<file path="src/rtl/riscv_ctrl_pkg.sv">
`default_nettype none
// ============================================================================
// riscv_ctrl_pkg : shared types and constants for the multicycle controller
// Optional: MC_ILLEGAL_TRAP_EN adds the TRAP state.      Revision: 1.0
// ============================================================================
package riscv_ctrl_pkg;

    typedef enum logic [3:0] {
        FETCH    = 4'd0,
        DECODE   = 4'd1,
        MEMADR   = 4'd2,
        MEMREAD  = 4'd3,
        MEMWB    = 4'd4,
        MEMWRITE = 4'd5,
        EXECR    = 4'd6,
        EXECI    = 4'd7,
        ALUWB    = 4'd8,
        JAL      = 4'd9,
`ifdef MC_ILLEGAL_TRAP_EN
        BEQ      = 4'd10,
        TRAP     = 4'd11
`else
        BEQ      = 4'd10
`endif
    } mc_state_t;

    localparam logic [6:0] OP_LW  = 7'b0000011;
    localparam logic [6:0] OP_SW  = 7'b0100011;
    localparam logic [6:0] OP_R   = 7'b0110011;
    localparam logic [6:0] OP_I   = 7'b0010011;
    localparam logic [6:0] OP_JAL = 7'b1101111;
    localparam logic [6:0] OP_BEQ = 7'b1100011;

    localparam logic [1:0] ALUOP_ADD   = 2'b00;
    localparam logic [1:0] ALUOP_SUB   = 2'b01;
    localparam logic [1:0] ALUOP_FUNCT = 2'b10;

    localparam logic [1:0] IMM_I = 2'b00;
    localparam logic [1:0] IMM_S = 2'b01;
    localparam logic [1:0] IMM_B = 2'b10;
    localparam logic [1:0] IMM_J = 2'b11;

    localparam logic [2:0] ALU_ADD = 3'b000;
    localparam logic [2:0] ALU_SUB = 3'b001;
    localparam logic [2:0] ALU_AND = 3'b010;
    localparam logic [2:0] ALU_OR  = 3'b011;
    localparam logic [2:0] ALU_SLT = 3'b101;

    typedef struct packed {
        logic       pc_update;
        logic       branch;
        logic       adr_src;
        logic       mem_write;
        logic       ir_write;
        logic       reg_write;
        logic [1:0] result_src;
        logic [1:0] alu_src_a;
        logic [1:0] alu_src_b;
        logic [1:0] alu_op;
    } ctrl_t;

    // Moore output table; anything not set stays zero (TRAP included).
    function automatic ctrl_t state_ctrl(input mc_state_t s);
        ctrl_t c;
        c = '0;
        case (s)
            FETCH: begin
                c.ir_write   = 1'b1;
                c.alu_src_b  = 2'b10;
                c.result_src = 2'b10;
                c.pc_update  = 1'b1;
            end
            DECODE: begin
                c.alu_src_a = 2'b01;
                c.alu_src_b = 2'b01;
            end
            MEMADR: begin
                c.alu_src_a = 2'b10;
                c.alu_src_b = 2'b01;
            end
            MEMREAD:  c.adr_src = 1'b1;
            MEMWB: begin
                c.result_src = 2'b01;
                c.reg_write  = 1'b1;
            end
            MEMWRITE: begin
                c.adr_src   = 1'b1;
                c.mem_write = 1'b1;
            end
            EXECR: begin
                c.alu_src_a = 2'b10;
                c.alu_op    = ALUOP_FUNCT;
            end
            EXECI: begin
                c.alu_src_a = 2'b10;
                c.alu_src_b = 2'b01;
                c.alu_op    = ALUOP_FUNCT;
            end
            ALUWB:    c.reg_write = 1'b1;
            JAL: begin
                c.alu_src_a = 2'b01;
                c.alu_src_b = 2'b10;
                c.pc_update = 1'b1;
            end
            BEQ: begin
                c.alu_src_a = 2'b10;
                c.alu_op    = ALUOP_SUB;
                c.branch    = 1'b1;
            end
            default: c = '0;
        endcase
        return c;
    endfunction

endpackage
`default_nettype wire

</file>
<file path="src/rtl/aludecoder.sv">
`default_nettype none
// ============================================================================
// aludecoder : maps ALUOp and instruction funct fields to the ALU function
// Revision: 1.0
// ============================================================================
module aludecoder
    import riscv_ctrl_pkg::*;
(
    input  logic [1:0] alu_op,
    input  logic [2:0] funct3,
    input  logic       op5,
    input  logic       funct7b5,
    output logic [2:0] alu_control
);

    always_comb begin
        alu_control = ALU_ADD;
        case (alu_op)
            ALUOP_ADD: alu_control = ALU_ADD;
            ALUOP_SUB: alu_control = ALU_SUB;
            default: begin
                case (funct3)
                    // Only R-type (op5=1) with funct7b5 subtracts; addi never does.
                    3'b000:  alu_control = (op5 & funct7b5) ? ALU_SUB : ALU_ADD;
                    3'b010:  alu_control = ALU_SLT;
                    3'b110:  alu_control = ALU_OR;
                    3'b111:  alu_control = ALU_AND;
                    default: alu_control = ALU_ADD;
                endcase
            end
        endcase
    end

endmodule
`default_nettype wire

</file>
<file path="src/rtl/main_fsm.sv">
`default_nettype none
// ============================================================================
// main_fsm : multicycle sequencing FSM with registered Moore outputs
// Optional: MC_ILLEGAL_TRAP_EN traps unknown opcodes.     Revision: 1.0
// ============================================================================
module main_fsm
    import riscv_ctrl_pkg::*;
(
    input  logic       clk,
    input  logic       reset_n,
    input  logic [6:0] op,
    output ctrl_t      ctrl,
    output logic       illegal_instr
);

    mc_state_t state_q, state_d;
    ctrl_t     ctrl_q, ctrl_d;
`ifdef MC_ILLEGAL_TRAP_EN
    logic      illegal_q, illegal_d;
`endif

    always_comb begin
        state_d = state_q;
        case (state_q)
            FETCH:  state_d = DECODE;
            DECODE: begin
                case (op)
                    OP_LW, OP_SW: state_d = MEMADR;
                    OP_R:         state_d = EXECR;
                    OP_I:         state_d = EXECI;
                    OP_JAL:       state_d = JAL;
                    OP_BEQ:       state_d = BEQ;
`ifdef MC_ILLEGAL_TRAP_EN
                    default:      state_d = TRAP;
`else
                    default:      state_d = FETCH;
`endif
                endcase
            end
            MEMADR:   state_d = (op == OP_LW) ? MEMREAD : MEMWRITE;
            MEMREAD:  state_d = MEMWB;
            MEMWB:    state_d = FETCH;
            MEMWRITE: state_d = FETCH;
            EXECR:    state_d = ALUWB;
            EXECI:    state_d = ALUWB;
            ALUWB:    state_d = FETCH;
            JAL:      state_d = ALUWB;
            BEQ:      state_d = FETCH;
`ifdef MC_ILLEGAL_TRAP_EN
            TRAP:     state_d = TRAP;
`endif
            default:  state_d = FETCH;
        endcase

        // Outputs registered from the next state equal Moore outputs of state_q.
        ctrl_d = state_ctrl(state_d);
`ifdef MC_ILLEGAL_TRAP_EN
        illegal_d = illegal_q | (state_d == TRAP);
`endif
    end

    always_ff @(posedge clk or negedge reset_n) begin
        if (!reset_n) begin
            state_q   <= FETCH;
            ctrl_q    <= state_ctrl(FETCH);
`ifdef MC_ILLEGAL_TRAP_EN
            illegal_q <= 1'b0;
`endif
        end else begin
            state_q   <= state_d;
            ctrl_q    <= ctrl_d;
`ifdef MC_ILLEGAL_TRAP_EN
            illegal_q <= illegal_d;
`endif
        end
    end

    assign ctrl = ctrl_q;
`ifdef MC_ILLEGAL_TRAP_EN
    assign illegal_instr = illegal_q;
`else
    assign illegal_instr = 1'b0;
`endif

endmodule
`default_nettype wire

</file>
<file path="src/rtl/multicycle_controller.sv">
`default_nettype none
// ============================================================================
// multicycle_controller : control unit for the multicycle RV32I datapath
// Optional: MC_ILLEGAL_TRAP_EN (sticky illegal-opcode trap). Revision: 1.0
// ============================================================================
module multicycle_controller
    import riscv_ctrl_pkg::*;
(
    input  logic       clk,
    input  logic       reset_n,
    input  logic [6:0] op,
    input  logic [2:0] funct3,
    input  logic       funct7b5,
    input  logic       zero,
    output logic       pc_write,
    output logic       adr_src,
    output logic       mem_write,
    output logic       ir_write,
    output logic [1:0] result_src,
    output logic [1:0] alu_src_a,
    output logic [1:0] alu_src_b,
    output logic [1:0] imm_src,
    output logic       reg_write,
    output logic [2:0] alu_control,
    output logic       illegal_instr
);

    ctrl_t w_ctrl;

    main_fsm u_main_fsm (
        .clk           (clk),
        .reset_n       (reset_n),
        .op            (op),
        .ctrl          (w_ctrl),
        .illegal_instr (illegal_instr)
    );

    aludecoder u_aludecoder (
        .alu_op      (w_ctrl.alu_op),
        .funct3      (funct3),
        .op5         (op[5]),
        .funct7b5    (funct7b5),
        .alu_control (alu_control)
    );

    assign pc_write   = w_ctrl.pc_update | (w_ctrl.branch & zero);
    assign adr_src    = w_ctrl.adr_src;
    assign mem_write  = w_ctrl.mem_write;
    assign ir_write   = w_ctrl.ir_write;
    assign result_src = w_ctrl.result_src;
    assign alu_src_a  = w_ctrl.alu_src_a;
    assign alu_src_b  = w_ctrl.alu_src_b;
    assign reg_write  = w_ctrl.reg_write;

    always_comb begin
        case (op)
            OP_SW:   imm_src = IMM_S;
            OP_BEQ:  imm_src = IMM_B;
            OP_JAL:  imm_src = IMM_J;
            default: imm_src = IMM_I;
        endcase
    end

endmodule
`default_nettype wire

</file>
<file path="config.mk">
export PLATFORM = sky130hd
export DESIGN_NAME = multicycle_controller
export DESIGN_NICKNAME = d
export VERILOG_FILES = /design/src/rtl/riscv_ctrl_pkg.sv /design/src/rtl/aludecoder.sv /design/src/rtl/main_fsm.sv /design/src/rtl/multicycle_controller.sv
export SDC_FILE = /design/constraint.sdc
export NUM_CORES = 1
export LEC_CHECK = 0
export CAP_MARGIN = 20
export CORE_MARGIN = 3
export CORE_UTILIZATION = 46
export CTS_BUF_LIST = sky130_fd_sc_hd__clkbuf_8
export CTS_CLUSTER_SIZE = 14
export DETAILED_ROUTE_END_ITERATION = 10
export PLACE_DENSITY = 0.87
export SLEW_MARGIN = 40
export SYNTH_ARGS = -nofsm -noshare
export SYNTH_HDL_FRONTEND = slang
export SYNTH_SLANG_ARGS = --single-unit
</file>
<file path="constraint.sdc">
create_clock -name clk -period 2.6 [get_ports clk]
set_clock_uncertainty 0.15 [all_clocks]
set_input_delay 0.78 -clock clk [delete_from_list [all_inputs] [get_ports clk]]
set_output_delay 0.78 -clock clk [all_outputs]
set_load 0.01 [all_outputs]
</file>
==> results of run 1 <==
==> state kept, by name (all words and copies together), names as in the netlist <==
| register | flops |
|---|---|
| u_main_fsm.ctrl | 13 |
| u_main_fsm.state_q | 4 |
==> routing by layer <==
metal,share of wire [%],routed length (um),track usage (%),vias to the layer above
met1,40,1000,23.5,406
li1,-,-,-,389
met4,2.6,64,6.28,0
met2,50,1260,36.7,48
met3,6.8,171,4.45,10
met5,0,0,0,-
==> what timing repair did <==
action / CTS / global route
endpoints found under the setup margin: 11 / 6
buffers inserted: 1 / 0
pin swaps: 4 / 3
gates resized for setup: 33 / 14
==> layout make-up <==
type	instances	area, um^2	share of cell area, %
inverters	4	15.0	1.13
flip-flops and latches	17	430	32.4
clock inverters	1	3.75	0.282
clock buffers	3	41.3	3.11
well taps	25	31.3	2.35
repair buffers	47	392	29.5
multi-input cells	56	415	31.3
==> cell families (layout without fill, tap and decap cells) <==
kind of cell	after synthesis	count (layout)	share of synthesized area, %
AO/OA/AOI/OAI	18	18	15.7
XOR/XNOR	1	1	0.966
buffers and inverters	15	55	10.2
flip-flops	17	17	47.4
multiplexers	1	1	1.24
other	1	1	0.413
AND/OR/NAND/NOR	35	35	24.0
==> power groups by stage <==
stage | Clock, mW | Sequential, mW | Combinational, mW
final | 0.186 | 0.380 | 0.382
after global routing | 0.201 | 0.386 | 0.410
after CTS | 0.188 | 0.379 | 0.368
after detailed placement | 0 | 0.382 | 0.372
after global placement | 0 | 0.376 | 0.354
after floorplan | 0 | 0.377 | 0.228
==> stage by stage <==
step | std cells | setup slack [ns] | hold slack, ns | area, um^2 | util [%]
2_1_floorplan | 88 | 0.121 | 0.334 | 907 | -
3_3_place_gp | 148 | -0.616 | 0.435 | 1280 | 71.0
3_5_place_dp | 148 | -0.649 | 0.448 | 1280 | 71.0
4_1_cts | 153 | -0.0326 | 0.467 | 1330 | 73.6
5_1_grt | 153 | -0.0107 | 0.522 | 1330 | 73.8
6_report | 153 | 0.0279 | 0.478 | 1330 | 73.8
==> layout by cell type, fill, tap and decap left out, types with 2 or more instances in the layout <==
| cell type | synthesis | routed |
|---|---|---|
| a21oi_2 | 1 | 4 |
| a22o_1 | 2 | 2 |
| a31oi_1 | 2 | 2 |
| and3_1 | 2 | 2 |
| buf_2 | 2 | 2 |
| buf_4 | 7 | 17 |
| buf_6 | 1 | 2 |
| clkbuf_2 | 0 | 4 |
| clkbuf_8 | 0 | 3 |
| clkdlybuf4s15_1 | 0 | 3 |
| clkdlybuf4s50_1 | 0 | 12 |
| dfrtp_1 | 13 | 13 |
| dfstp_2 | 4 | 4 |
| dlygate4sd2_1 | 0 | 7 |
| inv_1 | 3 | 3 |
| inv_2 | 1 | 2 |
| nand2_1 | 4 | 4 |
| nand3_1 | 2 | 2 |
| nor2_1 | 8 | 8 |
| nor3_1 | 3 | 3 |
| nor4b_1 | 3 | 3 |
| o22ai_1 | 2 | 2 |
| or2_2 | 2 | 2 |
| or3_4 | 1 | 2 |
==> final timing paths <==
kind                                        from               endpoint  slack, ns
setup / recovery                           op[2]             imm_src[0]       0.03
hold / removal             u_main_fsm.state_q[0]    u_main_fsm.ctrl[11]       0.48
setup reg to reg           u_main_fsm.state_q[1]     u_main_fsm.ctrl[2]       0.34
hold reg to reg            u_main_fsm.state_q[0]    u_main_fsm.ctrl[11]       0.48
max in group asynchronous                reset_n  u_main_fsm.state_q[1]       1.03
min in group asynchronous                reset_n     u_main_fsm.ctrl[6]       0.82
==> impl_results.md, run 1 <==
- Outcome: completed
- Area delta synth->final: 46.5%
- Final Setup Violations: 0
- Synth async-reset ratio: 100%
- Count leader, synth: dfrtp_1
- Flop pwr share: 40.1%
- Power Density: 714 nW/um^2
- Row Count: 15
- Crit path arrival time: 1.64 ns
- Leakage: 0.625 nW
- Hold Path Class: reg2reg
- TNS Setup: 0 ns
- Final wirelength: 2500 um
- CTS tree: done
- Routed vias/inst: 5.58
- Tot GR Track Use: 20.3%
- IO Port Bufs: 29
- Num ports: 31
- Max VDD drop: 0.000561 V
- Share of the synthesized area in the top cell type: 35.9%
- Switch Pwr: 295 uW
- Critical path capture point type: output pin
- Fin. max-slew vios: 0
- Clock transition at path regs: 0.06 ns
- WP buf/inv: 2
- Critical-path top delay cell: or3_4
- Initial antenna violation count: 0
- Die width: 50.4 um
- Fill count: 132
- DIE AREA: 2540 um^2
- Cell taking the most area after synthesis: dfrtp_1
- Routed Antenna Nets: 0
- Startpoint Class: input port
- Pint: 654 uW
- Switching share of power: 31.1%
- DR vias: 853
- 1st-iter DRT viols: 20
- HPWL after detailed placement: 1810 um
- Avg Cell Area, Syn: 10.3 um^2
- Number of synthesis warnings: 0
- Die Y: 50.4 um
- Critical path fanouts, max: 3
- Clk root buf: clkbuf_8
- Tcrit/Tclk final: 98.9%
- Syn nets: 102
- Maxcap violations: 0
- Clk network pwr share: 19.6%
- Number of remaining DRC errors: 0
- CP cell instances: dlygate4sd2_1, or3_4, a21oi_2, buf_2
- WL per Instance: 16.4 um
- Combinational Power Share: 40.3%
- Vias in the first global route: 816
- Largest net degree at the start of global routing: 18
- Clk sinks: 17
- Largest delay share family, worst path: buffers and inverters
- Most used flip-flop cell after synthesis: dfrtp_1
- Synth Instances: 88
- EDFF count, synth: 0
- Initial Utilization: 50.3%
- CP Class: in2out
- Global-route wire length before repair: 3910 um
- Fin nets: 143
- Sequential share of the synthesized area: 47.4%
- Area of the core: 1800 um^2
- Slew headroom: 50.5%
- Gpl congestion: 0.806
- Post-synthesis cell type count: 40
- Overall Power: 949 uW
- R2R depth: 5
- Global route overflow: 0
- Fin. Hold Viols: 0
- Hold Buf Count CTS: 0
- Top cells by area, synth: dfrtp_1 36%, dfstp_2 12%, buf_4 5.8%
- Critical path required time: 1.67 ns
- Number of stages on the worst setup path: 4
- Cell Area, Synth: 907 um^2
- Commonest cells post-synth: 13 x dfrtp_1, 8 x nor2_1, 7 x buf_4
- Hold path depth: 1
- H-tree depth: 1
- TritonCTS buffer count: 3
- Layout cells sized above 1: 36.7%
- Fin crit period: 2.57 ns
- Drt first pass iters: 4
- Max incr delay on CP: 0.34 ns
- Clk_lat worst skew: 0.24 ns
- F_max: 389 MHz
- CTS Buffer Depth: 2
- Worst-margin pin slew: 0.732 ns
- # diodes: 0
- Number of synthesized register bits: 17
(Power assumes the default switching activity.)
==> run 2: changes to the inputs <==
- CAP_MARGIN: 20 -> default
- SYNTH_HIERARCHICAL: default -> 1
==> run 2 against run 1 <==
Sequential power is 11% lower; power is 8.5% lower; flip-flop and latch count fell by 1; setup slack better by 0.037 ns; utilization is 1.8 points lower; critical path type unchanged; worst hold slack better by 0.032 ns; synthesized cell count decreased by 3.4%; via count down 10%; critical endpoint unchanged.
==> impl_results.md, run 2 <==
- Drt first pass iters: 4 (unchanged)
- Overall Power: 868 uW (was 949 uW)
- Initial Utilization: 49.9% (was 50.3%)
- Syn nets: 99 (was 102)
- Num ports: 31 (unchanged)
- R2R Setup Slk: 0.97 ns (was 0.34 ns)
- Final Setup Violations: 0 (unchanged)
- Row Count: 15 (unchanged)
- Fill count: 132 (unchanged)
- Power Density: 677 nW/um^2 (was 714 nW/um^2)
- Layout Utilization: 71.9% (was 73.8%)
- CP Class: in2out (unchanged)
- Worst-margin pin slew: 0.667 ns (was 0.732 ns)
- Worst hold margin: 0.510 ns (was 0.478 ns)
- Critical R2R Launch: u_main_fsm/state_q[2] (was u_main_fsm.state_q[1])
- Cell taking the most area after synthesis: dfrtp_1 (unchanged)
- Critical path fanouts, max: 2 (was 3)
- Cell Area, Synth: 890 um^2 (was 907 um^2)
- Die width: 50.0 um (was 50.4 um)
- DIE AREA: 2500 um^2 (was 2540 um^2)
- Area of the core: 1780 um^2 (was 1800 um^2)
- Sequential share of the synthesized area: 45.3% (was 47.4%)
- TritonCTS buffer count: 3 (unchanged)
- Worst Setup EP: imm_src[0] (unchanged)
- TNS Setup: 0 ns (unchanged)
- Tcrit/Tclk final: 97.5% (was 98.9%)
- Number of synthesized register bits: 16 (was 17)
- Placed Cells: 142 (was 148)
- F_max: 394 MHz (was 389 MHz)
- Initial antenna violation count: 0 (unchanged)
- Worst Hold Launch: u_main_fsm/state_q[2] (was u_main_fsm.state_q[0])
- Max reg flops: 12 (was 13)
- Clock transition at path regs: 0.06 ns (about the same)
- Slew headroom: 55.4% (was 50.5%)
- Most frequent cells in the layout: 14 x dfrtp_1, 12 x clkdlybuf4s50_1, 9 x dlygate4sd2_1 (was 17 x buf_4, 13 x dfrtp_1, 12 x clkdlybuf4s50_1)
- CTS Buffer Depth: 2 (unchanged)
- DR vias: 768 (was 853)
- Layout Cells excl Fill: 146 (was 153)
- HPWL after detailed placement: 1510 um (was 1810 um)
- Gpl congestion: 0.870 (was 0.806)
- Count leader, synth: dfrtp_1 (unchanged)
- Hold Path Class: reg2reg (unchanged)
- Leakage: 0.622 nW (was 0.625 nW)
- Layout cells sized above 1: 29.8% (was 36.7%)
- Commonest cells post-synth: 14 x dfrtp_1, 6 x nor2_1, 5 x nand2_1 (was 13 x dfrtp_1, 8 x nor2_1, 7 x buf_4)
- Global-route wire length before repair: 3320 um (was 3910 um)
- Outcome: completed (unchanged)
- Post-synthesis cell type count: 42 (was 40)
- Fin. Hold Viols: 0 (unchanged)
- Number of remaining DRC errors: 0 (unchanged)
- Die Y: 50.0 um (was 50.4 um)
- R2r endpoint: u_main_fsm/ctrl[3] (was u_main_fsm.ctrl[2])
- Commonest non-fill, non-tap cell in the layout: dfrtp_1 (was buf_4)
- Maxcap violations: 0 (unchanged)
- Fin nets: 136 (was 143)
- Critical path capture point type: output pin (unchanged)
- # diodes: 0 (unchanged)
- Clk root buf: clkbuf_8 (unchanged)
- Largest net degree at the start of global routing: 17 (was 18)
- Most used routing layer in global routing: met2 (unchanged)
- WL per Instance: 13.3 um (was 16.4 um)
- Clk_lat worst skew: 0.25 ns (was 0.24 ns)
- Most used flip-flop cell after synthesis: dfrtp_1 (unchanged)
- Top cells by area, synth: dfrtp_1 39%, dfstp_2 5.9%, buf_4 3.4% (was dfrtp_1 36%, dfstp_2 12%, buf_4 5.8%)
- Worst Setup SP: op[2] (unchanged)
- IO Port Bufs: 29 (unchanged)
- Final wirelength: 1940 um (was 2500 um)
- Fin crit period: 2.54 ns (was 2.57 ns)
- GRT met2 Usage: 31.7% (was 36.7%)
- Global route overflow: 0 (unchanged)
- Max VDD drop: 0.000593 V (was 0.000561 V)
- Crit path arrival time: 1.61 ns (was 1.64 ns)
- Synth Instances: 85 (was 88)
- Routed Antenna Nets: 0 (unchanged)
- H-tree depth: 1 (unchanged)
- Number of synthesis warnings: 6 (was 0)
- Tot GR Track Use: 17.4% (was 20.3%)
- Avg Cell Area, Syn: 10.5 um^2 (was 10.3 um^2)
- Share of the synthesized area in the top cell type: 39.4% (was 35.9%)
- R2R depth: 6 (was 5)
- 1st-iter DRT viols: 8 (was 20)
- Area delta synth->final: 44.2% (was 46.5%)
- Max incr delay on CP: 0.34 ns (about the same)
- Synth async-reset ratio: 100% (unchanged)
- CP cell instances: clkdlybuf4s15_1, or3_1, a21boi_2, buf_2 (was dlygate4sd2_1, or3_4, a21oi_2, buf_2)
- RSZ-0062 raised after global routing: false
- Global-route met3 utilization: 4.53% (was 4.45%)
- Routed vias/inst: 5.26 (was 5.58)
- Clk sinks: 16 (was 17)
- EDFF count, synth: 0 (unchanged)
- CTS tree: done (unchanged)
- Met1 Resource Use GR: 18.2% (was 23.5%)
- Critical-path top delay cell: or3_1 (was or3_4)
- Critical path required time: 1.67 ns (about the same)
- Vias in the first global route: 768 (was 816)
- Startpoint Class: input port (unchanged)
- Fin. max-slew vios: 0 (unchanged)
==> run 2: cell count changes after synthesis, moves of 2 or more <==
cell,delta
and3_2,+3
buf_4,-3
nand3b_1,+3
nor4b_1,-3
a21o_1,+2
a22o_1,-2
a31oi_1,-2
buf_2,-2
dfstp_2,-2
nor2_1,-2
nor3_2,+2
o21ai_0,+2
or2_2,-2
xnor2_1,+2
==> run 2: area by class of cell <==
class	instances	area, um^2	share of cell area (%)
sequential	16	403	31.4
tap	25	31.3	2.44
inverter	3	11.3	0.878
multi-input combinational	61	449	35.0
timing repair buffer	37	333	26.0
clock buffer	4	55.1	4.29
==> run 2: cell families after synthesis <==
family / Yosys count / synth area share, %
DFF: 16 / 45.3
other: 1 / 0.422
xor gates and xnor gates: 2 / 1.97
and+or+nand+nor: 40 / 30.4
muxes: 1 / 1.13
buffers and inverters: 8 / 5.91
AOI/OAI and AO/OA: 17 / 14.9
==> run 2: worst min-delay path by stage <==
| stage | slack (ns) | endpoint | depth (start not counted) |
|---|---|---|---|
| after CTS | 0.51 | u_main_fsm/state_q[3] | 1 |
| final | 0.51 | u_main_fsm/state_q[3] | 1 |
| after global routing | 0.55 | u_main_fsm/ctrl[6] | 1 |
| after detailed placement | 0.50 | u_main_fsm/ctrl[8] | 1 |
| after global placement | 0.49 | u_main_fsm/state_q[3] | 1 |
| after floorplan | 0.33 | u_main_fsm/ctrl[0] | 0 |
==> run 2: what timing repair did <==
action                     in CTS  in global routing
hold buffers                    0                  0
buffers inserted                0                  0
gates cloned                    0                  0
pin swaps                       4                  2
gates resized for setup        29                  7
setup endpoints to repair       6                  4
hold endpoints to repair        0                  0
==> run 2: routing by layer <==
metal,vias up,share of wire [%]
met4,0,1.3
met3,4,5.0
li1,374,-
met2,23,54
met1,367,40
met5,-,0
==> run 2: per-stage QoR <==
step | worst slack, ns | cell area (um^2)
after CTS | -0.162 | 1270
final | 0.0650 | 1280
after global routing | 0.0159 | 1280
after floorplan | 0.302 | 890
after detailed placement | -0.634 | 1230
after global placement | -0.569 | 1230
==> run 2: worst max-delay path: cells and delay by family <==
family	cells	cell delay [ns]
buf+inv	2	0.34
compound gates	1	0.15
simple gates	1	0.34
==> run 2: where the power goes <==
| part | internal [mW] | switching, mW | leakage [nW] | total, mW |
|---|---|---|---|---|
| Clock | 0.134 | 0.0835 | 0.0288 | 0.218 |
| Combinational | 0.174 | 0.140 | 0.383 | 0.314 |
| Sequential | 0.304 | 0.0330 | 0.210 | 0.337 |
| Total | 0.612 | 0.256 | 0.622 | 0.868 |
